==> src/rtl/bus_encode.sv <==
// Serializes wide words from a small FIFO into little-endian low-width beats,
// handshaking each beat with a start pulse / finish pulse transmitter.
module bus_encode #(
  parameter  int BRUST_SIZE_LOG  = 2,
  parameter  int LOW_DATA_WIDTH  = 8,
  parameter  int FIFO_DEPTH_LOG  = 1,
  localparam int HIGH_DATA_WIDTH = LOW_DATA_WIDTH << BRUST_SIZE_LOG
) (
  input  logic                       clk,
  input  logic                       rst,
  input  logic [HIGH_DATA_WIDTH-1:0] high_write_data,
  input  logic                       high_write_valid,
  output logic                       high_write_ready,
  output logic                       low_write_valid,
  output logic [LOW_DATA_WIDTH-1:0]  low_write_data,
  input  logic                       low_write_finish,
  output logic                       busy
);

  localparam int FIFO_DEPTH = 1 << FIFO_DEPTH_LOG;
  localparam logic [FIFO_DEPTH_LOG:0]   DEPTH_COUNT = (FIFO_DEPTH_LOG + 1)'(FIFO_DEPTH);
  localparam logic [BRUST_SIZE_LOG-1:0] LAST_BEAT   = '1;

  typedef enum logic [1:0] {IDLE, START, WAIT} state_t;

  state_t                      state_q, state_d;
  logic [HIGH_DATA_WIDTH-1:0]  mem_q [FIFO_DEPTH];
  logic [HIGH_DATA_WIDTH-1:0]  mem_d [FIFO_DEPTH];
  logic [FIFO_DEPTH_LOG-1:0]   wr_ptr_q, wr_ptr_d;
  logic [FIFO_DEPTH_LOG-1:0]   rd_ptr_q, rd_ptr_d;
  logic [FIFO_DEPTH_LOG:0]     count_q, count_d;
  logic [HIGH_DATA_WIDTH-1:0]  shift_q, shift_d;
  logic [BRUST_SIZE_LOG-1:0]   beat_q, beat_d;
  logic                        valid_q, valid_d;
  logic [LOW_DATA_WIDTH-1:0]   data_q, data_d;
  logic                        push;
  logic                        pop;

  // Ready looks only at the stored count, so a full buffer refuses a push
  // even on the cycle the serializer pops.
  assign high_write_ready = (count_q < DEPTH_COUNT);
  assign push             = high_write_valid && high_write_ready;
  assign low_write_valid  = valid_q;
  assign low_write_data   = data_q;
  assign busy             = (state_q != IDLE) || (count_q != '0);

  always_comb begin
    state_d = state_q;
    shift_d = shift_q;
    beat_d  = beat_q;
    valid_d = 1'b0;
    data_d  = data_q;
    pop     = 1'b0;
    case (state_q)
      IDLE: begin
        if (count_q != '0) begin
          pop     = 1'b1;
          shift_d = mem_q[rd_ptr_q];
          beat_d  = '0;
          state_d = START;
          valid_d = 1'b1;
          data_d  = mem_q[rd_ptr_q][LOW_DATA_WIDTH-1:0];
        end
      end
      START: state_d = WAIT;
      WAIT: begin
        if (low_write_finish) begin
          if (beat_q != LAST_BEAT) begin
            shift_d = shift_q >> LOW_DATA_WIDTH;
            beat_d  = beat_q + 1'b1;
            state_d = START;
            valid_d = 1'b1;
            data_d  = shift_d[LOW_DATA_WIDTH-1:0];
          end else if (count_q != '0) begin
            // Chain straight into the next word so back-to-back words have no gap.
            pop     = 1'b1;
            shift_d = mem_q[rd_ptr_q];
            beat_d  = '0;
            state_d = START;
            valid_d = 1'b1;
            data_d  = mem_q[rd_ptr_q][LOW_DATA_WIDTH-1:0];
          end else begin
            state_d = IDLE;
          end
        end
      end
      default: state_d = IDLE;
    endcase
  end

  always_comb begin
    mem_d    = mem_q;
    wr_ptr_d = wr_ptr_q;
    rd_ptr_d = rd_ptr_q;
    count_d  = count_q;
    if (push) begin
      mem_d[wr_ptr_q] = high_write_data;
      wr_ptr_d        = wr_ptr_q + 1'b1;
    end
    if (pop) begin
      rd_ptr_d = rd_ptr_q + 1'b1;
    end
    if (push && !pop) begin
      count_d = count_q + 1'b1;
    end else if (!push && pop) begin
      count_d = count_q - 1'b1;
    end
  end

  always_ff @(posedge clk) begin
    if (rst) begin
      state_q  <= IDLE;
      mem_q    <= '{default: '0};
      wr_ptr_q <= '0;
      rd_ptr_q <= '0;
      count_q  <= '0;
      shift_q  <= '0;
      beat_q   <= '0;
      valid_q  <= 1'b0;
      data_q   <= '0;
    end else begin
      state_q  <= state_d;
      mem_q    <= mem_d;
      wr_ptr_q <= wr_ptr_d;
      rd_ptr_q <= rd_ptr_d;
      count_q  <= count_d;
      shift_q  <= shift_d;
      beat_q   <= beat_d;
      valid_q  <= valid_d;
      data_q   <= data_d;
    end
  end

endmodule
==> config.mk <==
export PLATFORM = sky130hd
export DESIGN_NAME = bus_encode
export DESIGN_NICKNAME = d
export VERILOG_FILES = /design/src/rtl/bus_encode.sv
export SDC_FILE = /design/constraint.sdc
export NUM_CORES = 1
export LEC_CHECK = 0
export BUFFER_PORTS_ARGS = -buffer_cell sky130_fd_sc_hd__buf_2
export CORE_ASPECT_RATIO = 0.5
export CORE_UTILIZATION = 36
export DETAILED_ROUTE_END_ITERATION = 10
export GPL_TIMING_DRIVEN = 0
export PLACE_DENSITY = 0.52
export SLEW_MARGIN = 20
export SYNTH_ARGS = -nofsm -noshare
export SYNTH_HDL_FRONTEND = slang
export SYNTH_SLANG_ARGS = --single-unit
==> constraint.sdc <==
create_clock -name clk -period 3 [get_ports clk]
set_clock_uncertainty 0.1 [all_clocks]
set_input_delay 0.75 -clock clk [delete_from_list [all_inputs] [get_ports clk]]
set_output_delay 0.75 -clock clk [all_outputs]
set_load 0.02 [all_outputs]
## Yosys cells after proc, flatten, opt, wreduce, memory -nomap -nowiden

Cells that the tools add are included.
Widths: inputs -> output; s select.

| word-level totals | value |
|---|---|
| bits of input ports | 36 |
| output and inout port bits | 11 |
| bits in registers | 113 |
| logic and storage cells | 72 |

| cells by class | value |
|---|---|
| eq/ne operators | 5 |
| reduce and logical (&&, ||, !) cells | 14 |
| mux-type cells | 32 |
| add/sub/neg operators | 5 |
| bitwise gates (word level) | 2 |
| order comparisons | 4 |

Operators with widths:

| operator | number |
|---|---|
| $mux 32 | 7 |
| $bwmux 64 | 1 |
| $pmux 32 s2 | 1 |
| $demux 32 s1 | 1 |
| $mux 8 | 3 |
| $pmux 8 s2 | 1 |
| $mux 2 | 7 |
| $reduce_bool 2->1 | 4 |
| $mux 1 | 7 |
| $ne 2x2->1 const B | 3 |
| $pmux 2 s3 | 1 |
| $add 2x1->2 const B | 2 |
| $ge 2x2->1 const B | 2 |
| $logic_and 1x1->1 | 4 |
| $not 1->2 | 2 |
| $pmux 1 s2 | 2 |
| $pmux 2 s2 | 1 |
| $reduce_and 2->1 | 2 |
| $add 1x1->1 const B | 2 |
| $eq 2x1->1 const B | 1 |
| $eq 2x2->1 const B | 1 |
| $logic_not 1->1 | 2 |
| $logic_not 2->1 | 1 |
| $lt 2x1->1 const B | 1 |
| other kinds (3) | 3 |

## Longest topological paths before layout

Gate-level depths: netlist of run 1.

| logic depth | value |
|---|---|
| depth after elaboration | 8 |
| depth in mapped cells | 9 |
| gate-level depth less buffers | 8 |

## Least setup slack after synthesis of run 1

No wires, ideal clock.

| timing path | value |
|---|---|
| kind | in2reg |
| start | input port low_write_finish |
| end | register count_q[1] |
| stages on the path | 7 |
| path buffers | 1 |
| data required time | 2.830 ns |
| library setup time | 0.070 ns |
| arrival | 2.293 ns |
| path slack | 0.537 ns |
| cells stage by stage | nand2_1 > a211oi_2 > clkbuf_1 > inv_1 > ha_1 > or3_1 > a21oi_1 |

| on the way | value |
|---|---|
| cells in the longest elaborated chain, start to end | 5 |
| elaborated cells between the ends (all ways) | 7 |
| those cells by class | 3 x mux; 4 x reduce/logical |

Ends and longest elaborated chain:

| element | RTL line | RTL |
|---|---|---|
| start, declared | 16 | `input logic low_write_finish,` |
| $mux 1 (*) | 67 | `if (low_write_finish) begin` |
| $pmux 1 s2 (*) | 54 | `case (state_q)` |
| $logic_not 1->1 | 103 | `if (push && !pop) begin` |
| $logic_and 1x1->1 | 103 |  |
| $mux 2 or $reduce_bool 2->1 (tied branches) | n/a |  |
| end signal, assigned | 126 | `count_q <= count_d;` |
| end, declared | 31 | `logic [FIFO_DEPTH_LOG:0] count_q, count_d;` |

Mark *: on every way between the ends. The rest lies on a longest branch, timed or not.
A chain may end at the register's enable or synchronous reset.

## Worst setup path in the final report of run 1

| timing path | value |
|---|---|
| start | register beat_q[0] |
| end | register count_q[1] |

| on the way | value |
|---|---|
| cells in the longest elaborated chain, start to end | 7 |
| elaborated cells between the ends (all ways) | 9 |
| those cells by class | 1 x eq/ne; 4 x mux; 4 x reduce/logical |

Ends and longest elaborated chain:

| element | RTL line | RTL |
|---|---|---|
| start, declared | 33 | `logic [BRUST_SIZE_LOG-1:0] beat_q, beat_d;` |
| start signal, assigned | 128 | `beat_q <= beat_d;` |
| $ne 2x2->1 (*) | 68 | `if (beat_q != LAST_BEAT) begin` |
| $mux 1 (*) | 68 |  |
| $mux 1 (*) | 67 |  |
| $pmux 1 s2 (*) | 54 |  |
| $logic_not 1->1 | 103 |  |
| $logic_and 1x1->1 | 103 |  |
| $mux 2 or $reduce_bool 2->1 (tied branches) | n/a |  |

Marks and branches as above.

==> results.ini, run 1 <==
[run_status]
run_status=finished, final reports clean

[timing]
grt_setup_unrepaired=false
tightestPinTransition_ns=0.847
timing.final.setup_violations=0
achievable-frequency_ghz=0.381
slew_headroom_pct=43.6
final.setup.tns_ns=0
number_of_hold_violations_in_the_final_report=0
slew_violations=0
post-route-period-util_pct=87.6
final.min_clock_period_ns=2.63

[worst_setup_path]
crit_required_ns=3.17
critical_path_peak_fanout=10
critPathKind=flop to flop
timing.critical_path.cells=ha_1 -> nand2_1 -> a211oi_2 -> clkbuf_1 -> inv_1 -> ha_1 -> or3_1 -> a21oi_1
worst_setup_path_end_kind=flop
arrival_worst_endpoint_ns=2.80
cp-startpoint=beat_q[0]$_SDFFE_PP0P_
worst_path_most_repeated_cell=sky130_fd_sc_hd__ha_1
crit_path_start_kind=flop
cpMaxStageDelayCell=sky130_fd_sc_hd__a211oi_2
timing.rr.start=beat_q[0]$_SDFFE_PP0P_
cp_slowest_stage_delay_ns=0.46

[grt]
first_global_vias=3275
grt_first_pass_wirelength_mm=17.5
gr-usage-all-layers_pct=19.0
initial_antenna_violation_count=0
grt_max_degree=17
gr-total-overflow=0

[power]
internal_power_mw=3.01
share_seq_of_total_power_pct=38.3
combinational_group_share_of_total_power_pct=33.8
net_switching_component_of_the_power_mw=1.61
power.share.switching_pct=34.9
power_frac_clock_pct=27.9
leakage_nw=1.91
power-per-cell-area_mw_per_mm2=912
worst_ir_drop_vdd_uv=392

[logic_synthesis]
seq_area_frac_synth_pct=48.7
yosys_warnings=0
post_synth.cell_area_avg_um2=8.72
synth_flop_cell=sky130_fd_sc_hd__dfxtp_1
post_synth_num_cell_types=33
syn-instance-count=495
synth.cell_area_mm2=0.00431
yosys_register_bits=105
synth_edf_count=0
synth.net_count=533
postSynth.asyncResetShare_pct=0

[floorplan]
io_pins=47
die_height_um=79.4
die_outline_area_mm2=0.0125
num_rows=27
placeableCoreArea_mm2=0.0113
chipWidth_um=157
initial_utilization_pct=38.1

[route]
drcViolationCount=0
route.detailed.vias_per_inst=4.87
postRouteWirelength_mm=10.8
route.antenna.remaining_nets=0
number_of_iterations_in_the_first_detailed_routing_pass=4
route.vias.total=3479
drt_iter0_markers=170
route.detailed.wl_per_inst_um=15.1

[finish]
stdcell_count=715
area_delta_synth_final_pct=17.6
final_common_cell=sky130_fd_sc_hd__nand2_1
most-common-layout-cells=133 x sky130_fd_sc_hd__nand2_1, 105 x sky130_fd_sc_hd__dfxtp_1, 66 x sky130_fd_sc_hd__a21oi_1
num-nets-final=590
insertedDiodeCount=0
final_layout_size_suffix_gt1_share_pct=19.4

[clock_tree]
hold_buffers=0
cts_clock_pin_slew_for_the_worst_setup_and_hold_paths_ns=0.07
postCtsResizedCells=0
cts.sinks=105
cts_buffers=9
clock_tree_from_tritoncts=done
clock_insertion_delay_worst_skew_ns=0.34
ctsRootBufferMaster=sky130_fd_sc_hd__clkbuf_16
postCtsSetupRepairBufs=0
cts_htree_levels=3
clock_tree.buffer_depth=2

[job]
maxCapViolations=0

[hold_path]
holdCritStartpoint=mem_q[3]$_SDFFE_PP0P_
min_path_type=flop to flop

[placement]
place_hpwl_mm=7.88
numPortBuffers=46
dp_cells=700
globalplace.congestion=0.786

registers in the layout, indices dropped and copies added, names as in the netlist:
register         flops
count_q              2
wr_ptr_q             1
low_write_valid      1
state_q              2
rd_ptr_q             1
low_write_data       8
mem_q               64
shift_q             24
beat_q               2
through the flow:
stage / utilization, % / hold WS, ns / cell area (um2) / power [mW] / worst slack [ns]
6_report: 44.8 / 0.353 / 5070 / 4.63 / 0.373
5_1_grt: 44.8 / 0.371 / 5070 / 4.91 / 0.143
4_1_cts: 44.8 / 0.355 / 5070 / 4.66 / 0.362
3_5_place_dp: 41.9 / 0.346 / 4740 / 3.38 / 0.0406
3_3_place_gp: 41.9 / 0.340 / 4740 / 3.36 / 0.0116
2_1_floorplan: - / 0.333 / 4310 / 2.95 / 0.537
cell families after synthesis:
logic type	count (synthesis)	share of synthesized area, %
multiplexers	34	8.15
AO/OA/AOI/OAI	104	19.0
AND/OR/NAND/NOR	204	18.4
adder cells (fa/ha/maj)	2	0.580
flip-flops	105	48.7
XOR/XNOR	3	0.609
buffers and inverters	43	4.61
cell usage after synthesis, types with 3 or more instances:
library cell                  n  area, um2
sky130_fd_sc_hd__a2111oi_2   15        225
sky130_fd_sc_hd__buf_2       11       55.1
sky130_fd_sc_hd__a2111oi_4    3       82.6
sky130_fd_sc_hd__a2111oi_0    5       43.8
sky130_fd_sc_hd__a21oi_1     66        330
sky130_fd_sc_hd__nand2_1    133        499
sky130_fd_sc_hd__nor2_1      64        240
sky130_fd_sc_hd__inv_1        4       15.0
sky130_fd_sc_hd__mux2_2       9        101
sky130_fd_sc_hd__clkbuf_1    21       78.8
sky130_fd_sc_hd__mux2i_1     25        250
sky130_fd_sc_hd__dfxtp_1    105       2100
sky130_fd_sc_hd__a22oi_1      8       60.1
routing by layer:
metal | up-vias | GRT usage (%) | wire length, um
met1 | 1635 | 27.0 | 5730
met5 | - | 0 | 0
li1 | 1784 | - | -
met3 | 11 | 4.94 | 473
met4 | 0 | 4.80 | 103
met2 | 49 | 28.2 | 4530
power groups by stage:
stage / Clock, mW / Combinational, mW / Sequential (mW)
final: 1.29 / 1.56 / 1.77
after global routing: 1.37 / 1.74 / 1.80
after CTS: 1.32 / 1.58 / 1.77
after detailed placement: 0 / 1.58 / 1.80
after global placement: 0 / 1.56 / 1.80
after floorplan: 0 / 1.15 / 1.80
area by class of cell:
| class | instances | area (um2) |
|---|---|---|
| fill | 1151 | 6240 |
| sequential | 105 | 2100 |
| multi-input combinational | 347 | 2010 |
| clock buffer | 11 | 253 |
| timing repair buffer | 46 | 230 |
| tap | 159 | 199 |
| buffer | 39 | 184 |
| clock inverter | 4 | 76.3 |
| inverter | 4 | 15.0 |
path summary, 6_finish.rpt:
| kind | end | slack (ns) | cells past startpoint |
|---|---|---|---|
| hold / removal | mem_q[3]$_SDFFE_PP0P_ | 0.35 | 2 |
| hold reg to reg | mem_q[3]$_SDFFE_PP0P_ | 0.35 | 2 |
| setup reg to reg | count_q[1]$_SDFFE_PP0P_ | 0.37 | 8 |
| setup / recovery | count_q[1]$_SDFFE_PP0P_ | 0.37 | 8 |
critical path, delay by kind of cell (launching register included):
| family | cells | cell delay (ns) |
|---|---|---|
| AOI/OAI and AO/OA | 2 | 0.60 |
| buffers and inverters | 2 | 0.55 |
| adders and majority gates | 2 | 0.52 |
| and+or+nand+nor | 2 | 0.44 |
| DFF | 1 | 0.34 |
Note: power is estimated with default switching activity, not from simulation.
==> run 2: changes to the inputs <==
Settings changed: GPL_TIMING_DRIVEN 0 to 1.
==> results.ini, run 2 (synthesis gave the netlist of run 1 again) <==
[worst_setup_path]
cp_slowest_stage_delay_ns=0.62
r2r_slack_ns=1.04
crit_path_start_kind=flop
worst_setup_path_end_kind=primary output
timing.critical_path.cells=nor2_1 -> nand2_1 -> buf_2
critical_path_peak_fanout=8
timing.rr.start=beat_q[0]$_SDFFE_PP0P_
arrival_worst_endpoint_ns=1.28
crit_required_ns=2.15
regToRegEndpoint=count_q[1]$_SDFFE_PP0P_
critPathKind=flop to primary output
cpMaxStageDelayCell=sky130_fd_sc_hd__dfxtp_1
worst_r2r_path_depth=7

[floorplan]
die_height_um=79.4
initial_utilization_pct=38.1
placeableCoreArea_mm2=0.0113
io_pins=47
chipWidth_um=157
num_rows=27
die_outline_area_mm2=0.0125

[route]
route.detailed.wl_per_inst_um=14.7
number_of_iterations_in_the_first_detailed_routing_pass=4
postRouteWirelength_mm=10.2
route.detailed.vias_per_inst=4.86
drcViolationCount=0
route.vias.total=3350
route.antenna.remaining_nets=0
drt_iter0_markers=215

[clock_tree]
postCtsSetupRepairBufs=0
postCtsResizedCells=0
cts_buffers=9
hold_buffers=0
clock_insertion_delay_worst_skew_ns=0.34
cts_clock_pin_slew_for_the_worst_setup_and_hold_paths_ns=0.07
cts.sinks=105
cts_htree_levels=3
clock_tree_from_tritoncts=done
ctsRootBufferMaster=sky130_fd_sc_hd__clkbuf_16
clock_tree.buffer_depth=2

[grt]
grt_max_degree=60
gr-usage-all-layers_pct=17.6
initial_antenna_violation_count=0
first_global_vias=3185
grt_first_pass_wirelength_mm=16.8
gr-total-overflow=0

[placement]
dp_cells=675
place_hpwl_mm=6.85
globalplace.congestion=0.708
placed_standard_cell_area_mm2=0.00472
numPortBuffers=46

[timing]
grt_setup_unrepaired=false
final.min_clock_period_ns=2.13
achievable-frequency_ghz=0.469
final.setup.tns_ns=0
timing.final.setup_violations=0
number_of_hold_violations_in_the_final_report=0
post-route-period-util_pct=71.1
slew_headroom_pct=62.3
slew_violations=0
tightestPinTransition_ns=0.566

[power]
worst_ir_drop_vdd_uv=321
leakage_nw=1.86
power.share.switching_pct=36.0
power_frac_clock_pct=25.1
net_switching_component_of_the_power_mw=1.57
internal_power_mw=2.80
combinational_group_share_of_total_power_pct=32.9
power-per-cell-area_mw_per_mm2=876
share_seq_of_total_power_pct=41.9

[finish]
postLayoutCoreUtil_pct=44.1
num-nets-final=565
final_common_cell=sky130_fd_sc_hd__nand2_1
area_delta_synth_final_pct=15.6
nFillCells=1188
final_layout_size_suffix_gt1_share_pct=20.2
insertedDiodeCount=0
largest_register_ffs=64
design_area_mm2=0.00499
largest-register=mem_q
most-common-layout-cells=133 x sky130_fd_sc_hd__nand2_1, 104 x sky130_fd_sc_hd__dfxtp_1, 66 x sky130_fd_sc_hd__a21oi_1
stdcell_count=690

[hold_path]
min_path_type=flop to flop
holdCritStartpoint=mem_q[57]$_SDFFE_PP0P_
worstHoldPathCells=2
hold-path-endpoint=mem_q[57]$_SDFFE_PP0P_

[job]
maxCapViolations=0

[run_status]
run_status=finished, final reports clean

## run 2: how the worst max path moves through the flow
| stage | startpoint | endpoint | slack, ns | cells past startpoint |
|---|---|---|---|---|
| finish | state_q[1]$_SDFFE_PP0P_ | busy | 0.87 | 3 |
| global placement | low_write_finish | count_q[1]$_SDFFE_PP0P_ | 0.76 | 7 |
| CTS | state_q[1]$_SDFFE_PP0P_ | busy | 0.85 | 3 |
| floorplan | low_write_finish | count_q[1]$_SDFFE_PP0P_ | 0.54 | 7 |
| global route | state_q[1]$_SDFFE_PP0P_ | busy | 0.80 | 3 |
| detailed placement | low_write_finish | count_q[1]$_SDFFE_PP0P_ | 0.74 | 7 |
## run 2: power by group through the flow
stage	clock network, mW	registers [mW]	logic [mW]
2_1_floorplan	0	1.80	1.15
3_3_place_gp	0	1.86	1.43
3_5_place_dp	0	1.86	1.45
4_1_cts	1.12	1.83	1.46
5_1_grt	1.18	1.86	1.60
6_report	1.10	1.83	1.44
## run 2: routing by layer
metal	vias up	part of all wire (%)	routed length, um	GRT usage [%]
li1	1734	-	-	-
met1	1551	53	5410	25.7
met2	56	42	4230	25.2
met3	9	4.2	427	4.67
met4	0	0.93	94	4.71
met5	-	0	0	0
## run 2: worst max-delay path, delay by kind of cell, from the launching register on
family	cells	cell delay (ns)
flops	1	0.62
simple gates	2	0.17
buf+inv	1	0.15
## run 2: cell type report
cell class | count | area [um2] | share of cell area (%)
Sequential cell | 105 | 2100 | 42.2
Multi-Input combinational cell | 347 | 2020 | 40.6
Inverter | 4 | 15.0 | 0.301
Tap cell | 159 | 199 | 3.99
Timing Repair Buffer | 60 | 375 | 7.52
Clock buffer | 11 | 243 | 4.87
Clock inverter | 4 | 30.0 | 0.602
## run 2: metrics by stage
stage          setup WS (ns)  hold WS [ns]  power [mW]
6_report               0.866         0.353        4.37
5_1_grt                0.805         0.369        4.64
4_1_cts                0.851         0.356        4.42
3_5_place_dp           0.740         0.346        3.32
3_3_place_gp           0.763         0.341        3.30
2_1_floorplan          0.537         0.333        2.95
==> run 3: changes to the inputs <==
Settings changed: PLACE_DENSITY 0.52 to 0.54.
Clock period 3 ns to 1.9 ns, I/O delays scaled along.
==> results.ini, run 3 (synthesis gave the netlist of run 1 again) <==
[route]
route.detailed.wl_per_inst_um=14.7
number_of_iterations_in_the_first_detailed_routing_pass=4
route.detailed.vias_per_inst=4.88
route.vias.total=3390
drcViolationCount=0
postRouteWirelength_mm=10.2
route.antenna.remaining_nets=0
drt_iter0_markers=140

[power]
power-per-cell-area_mw_per_mm2=1400
leakage_nw=1.92
worst_ir_drop_vdd_uv=491
post-layout-total-power_mw=7.24

[timing]
timing.final.setup_violations=0
layout_setup_ws_ns=0.109
tightestPinTransition_ns=0.555
number_of_hold_violations_in_the_final_report=0
grt_setup_unrepaired=false
achievable-frequency_ghz=0.558
post-route-period-util_pct=94.3
final.min_clock_period_ns=1.79
slew_headroom_pct=63.0
slew_violations=0

[finish]
largest_register_ffs=64
most-common-layout-cells=132 x sky130_fd_sc_hd__nand2_1, 101 x sky130_fd_sc_hd__dfxtp_1, 66 x sky130_fd_sc_hd__a21oi_1
final_common_cell=sky130_fd_sc_hd__nand2_1
largest-register=mem_q
stdcell_count=695
nFillCells=1139
final_layout_size_suffix_gt1_share_pct=22.8
num-nets-final=570
area_delta_synth_final_pct=19.8
insertedDiodeCount=0
postLayoutCoreUtil_pct=45.7

[placement]
place_ws_ns=0.0293
numPortBuffers=46
place_hpwl_mm=6.67
globalplace.congestion=0.723
dp_cells=680

[clock_tree]
clock_tree_from_tritoncts=done
cts_buffers=9
clock_tree.buffer_depth=2
cts_clock_pin_slew_for_the_worst_setup_and_hold_paths_ns=0.07
postCtsResizedCells=0
hold_buffers=0
clock_insertion_delay_worst_skew_ns=0.34
cts_htree_levels=3
postCtsSetupRepairBufs=0
cts.sinks=105
ctsRootBufferMaster=sky130_fd_sc_hd__clkbuf_16

[grt]
initial_antenna_violation_count=0
grt_max_degree=38
grt_first_pass_wirelength_mm=17.0
gr-usage-all-layers_pct=17.9
first_global_vias=3317
gr-total-overflow=0

[floorplan]
placeableCoreArea_mm2=0.0113
initial_utilization_pct=38.1
io_pins=47
die_outline_area_mm2=0.0125
die_height_um=79.4
num_rows=27
chipWidth_um=157

[hold_path]
hold-path-endpoint=mem_q[30]$_SDFFE_PP0P_
min_path_type=primary input to flop
holdCritStartpoint=high_write_data[30]
worstHoldPathCells=3

[worst_setup_path]
crit_required_ns=2.01
crit_path_start_kind=flop
critical_path_peak_fanout=33
timing.rr.start=beat_q[1]$_SDFFE_PP0P_
r2r_slack_ns=0.11
worst_setup_path_end_kind=flop
critPathKind=flop to flop
worst_r2r_path_depth=6
arrival_worst_endpoint_ns=1.91
regToRegEndpoint=rd_ptr_q$_SDFFE_PP0P_

[run_status]
run_status=finished, final reports clean

[job]
maxCapViolations=0

## run 3: final cells by class
class	count	area [um2]	area share [%]
Clock buffer	11	253	4.89
Tap cell	159	199	3.85
Clock inverter	4	51.3	0.992
Inverter	4	15.0	0.290
Timing Repair Buffer	65	475	9.20
Sequential cell	105	2110	40.8
Multi-Input combinational cell	347	2070	40.0
## run 3: worst max-delay path by stage
stage	slack (ns)	depth (start not counted)	end	start
detailed placement	0.03	6	rd_ptr_q$_SDFFE_PP0P_	low_write_finish
floorplan	-0.006	9	count_q[1]$_SDFFE_PP0P_	beat_q[1]$_SDFFE_PP0P_
CTS	0.05	3	busy	state_q[1]$_SDFFE_PP0P_
global route	0.002	6	rd_ptr_q$_SDFFE_PP0P_	beat_q[0]$_SDFFE_PP0P_
global placement	0.05	6	rd_ptr_q$_SDFFE_PP0P_	low_write_finish
finish	0.11	6	rd_ptr_q$_SDFFE_PP0P_	beat_q[1]$_SDFFE_PP0P_
## run 3: where the power goes
part	switching, mW	internal, mW
logic	1.47	1.03
registers	0.250	2.59
clock network	0.811	1.09
total	2.54	4.71
## run 3: routing by layer
| layer | track usage [%] | part of all wire [%] | vias to the layer above |
|---|---|---|---|
| met5 | 0 | 0 | - |
| met4 | 5.00 | 0.95 | 0 |
| met3 | 4.40 | 3.6 | 10 |
| met2 | 28.0 | 43 | 43 |
| met1 | 24.5 | 52 | 1590 |
| li1 | - | - | 1747 |
## run 3: per-stage QoR
stage               setup TNS [ns]  instance area, um2  hold WS [ns]
floorplan                 -0.00573                4360         0.333
global placement                 0                4850         0.340
detailed placement               0                4850         0.343
CTS                              0                5150         0.262
global route                     0                5170         0.270
finish                           0                5170         0.271
## run 3: critical path, cell delays in order, from the launching register on
cell and delay [ns]:
sky130_fd_sc_hd__dfxtp_2 0.35, sky130_fd_sc_hd__ha_4 0.15, sky130_fd_sc_hd__nand2_2 0.06, sky130_fd_sc_hd__a211oi_4 0.23
sky130_fd_sc_hd__buf_4 0.51, sky130_fd_sc_hd__xnor2_1 0.18, sky130_fd_sc_hd__nor2_1 0.05
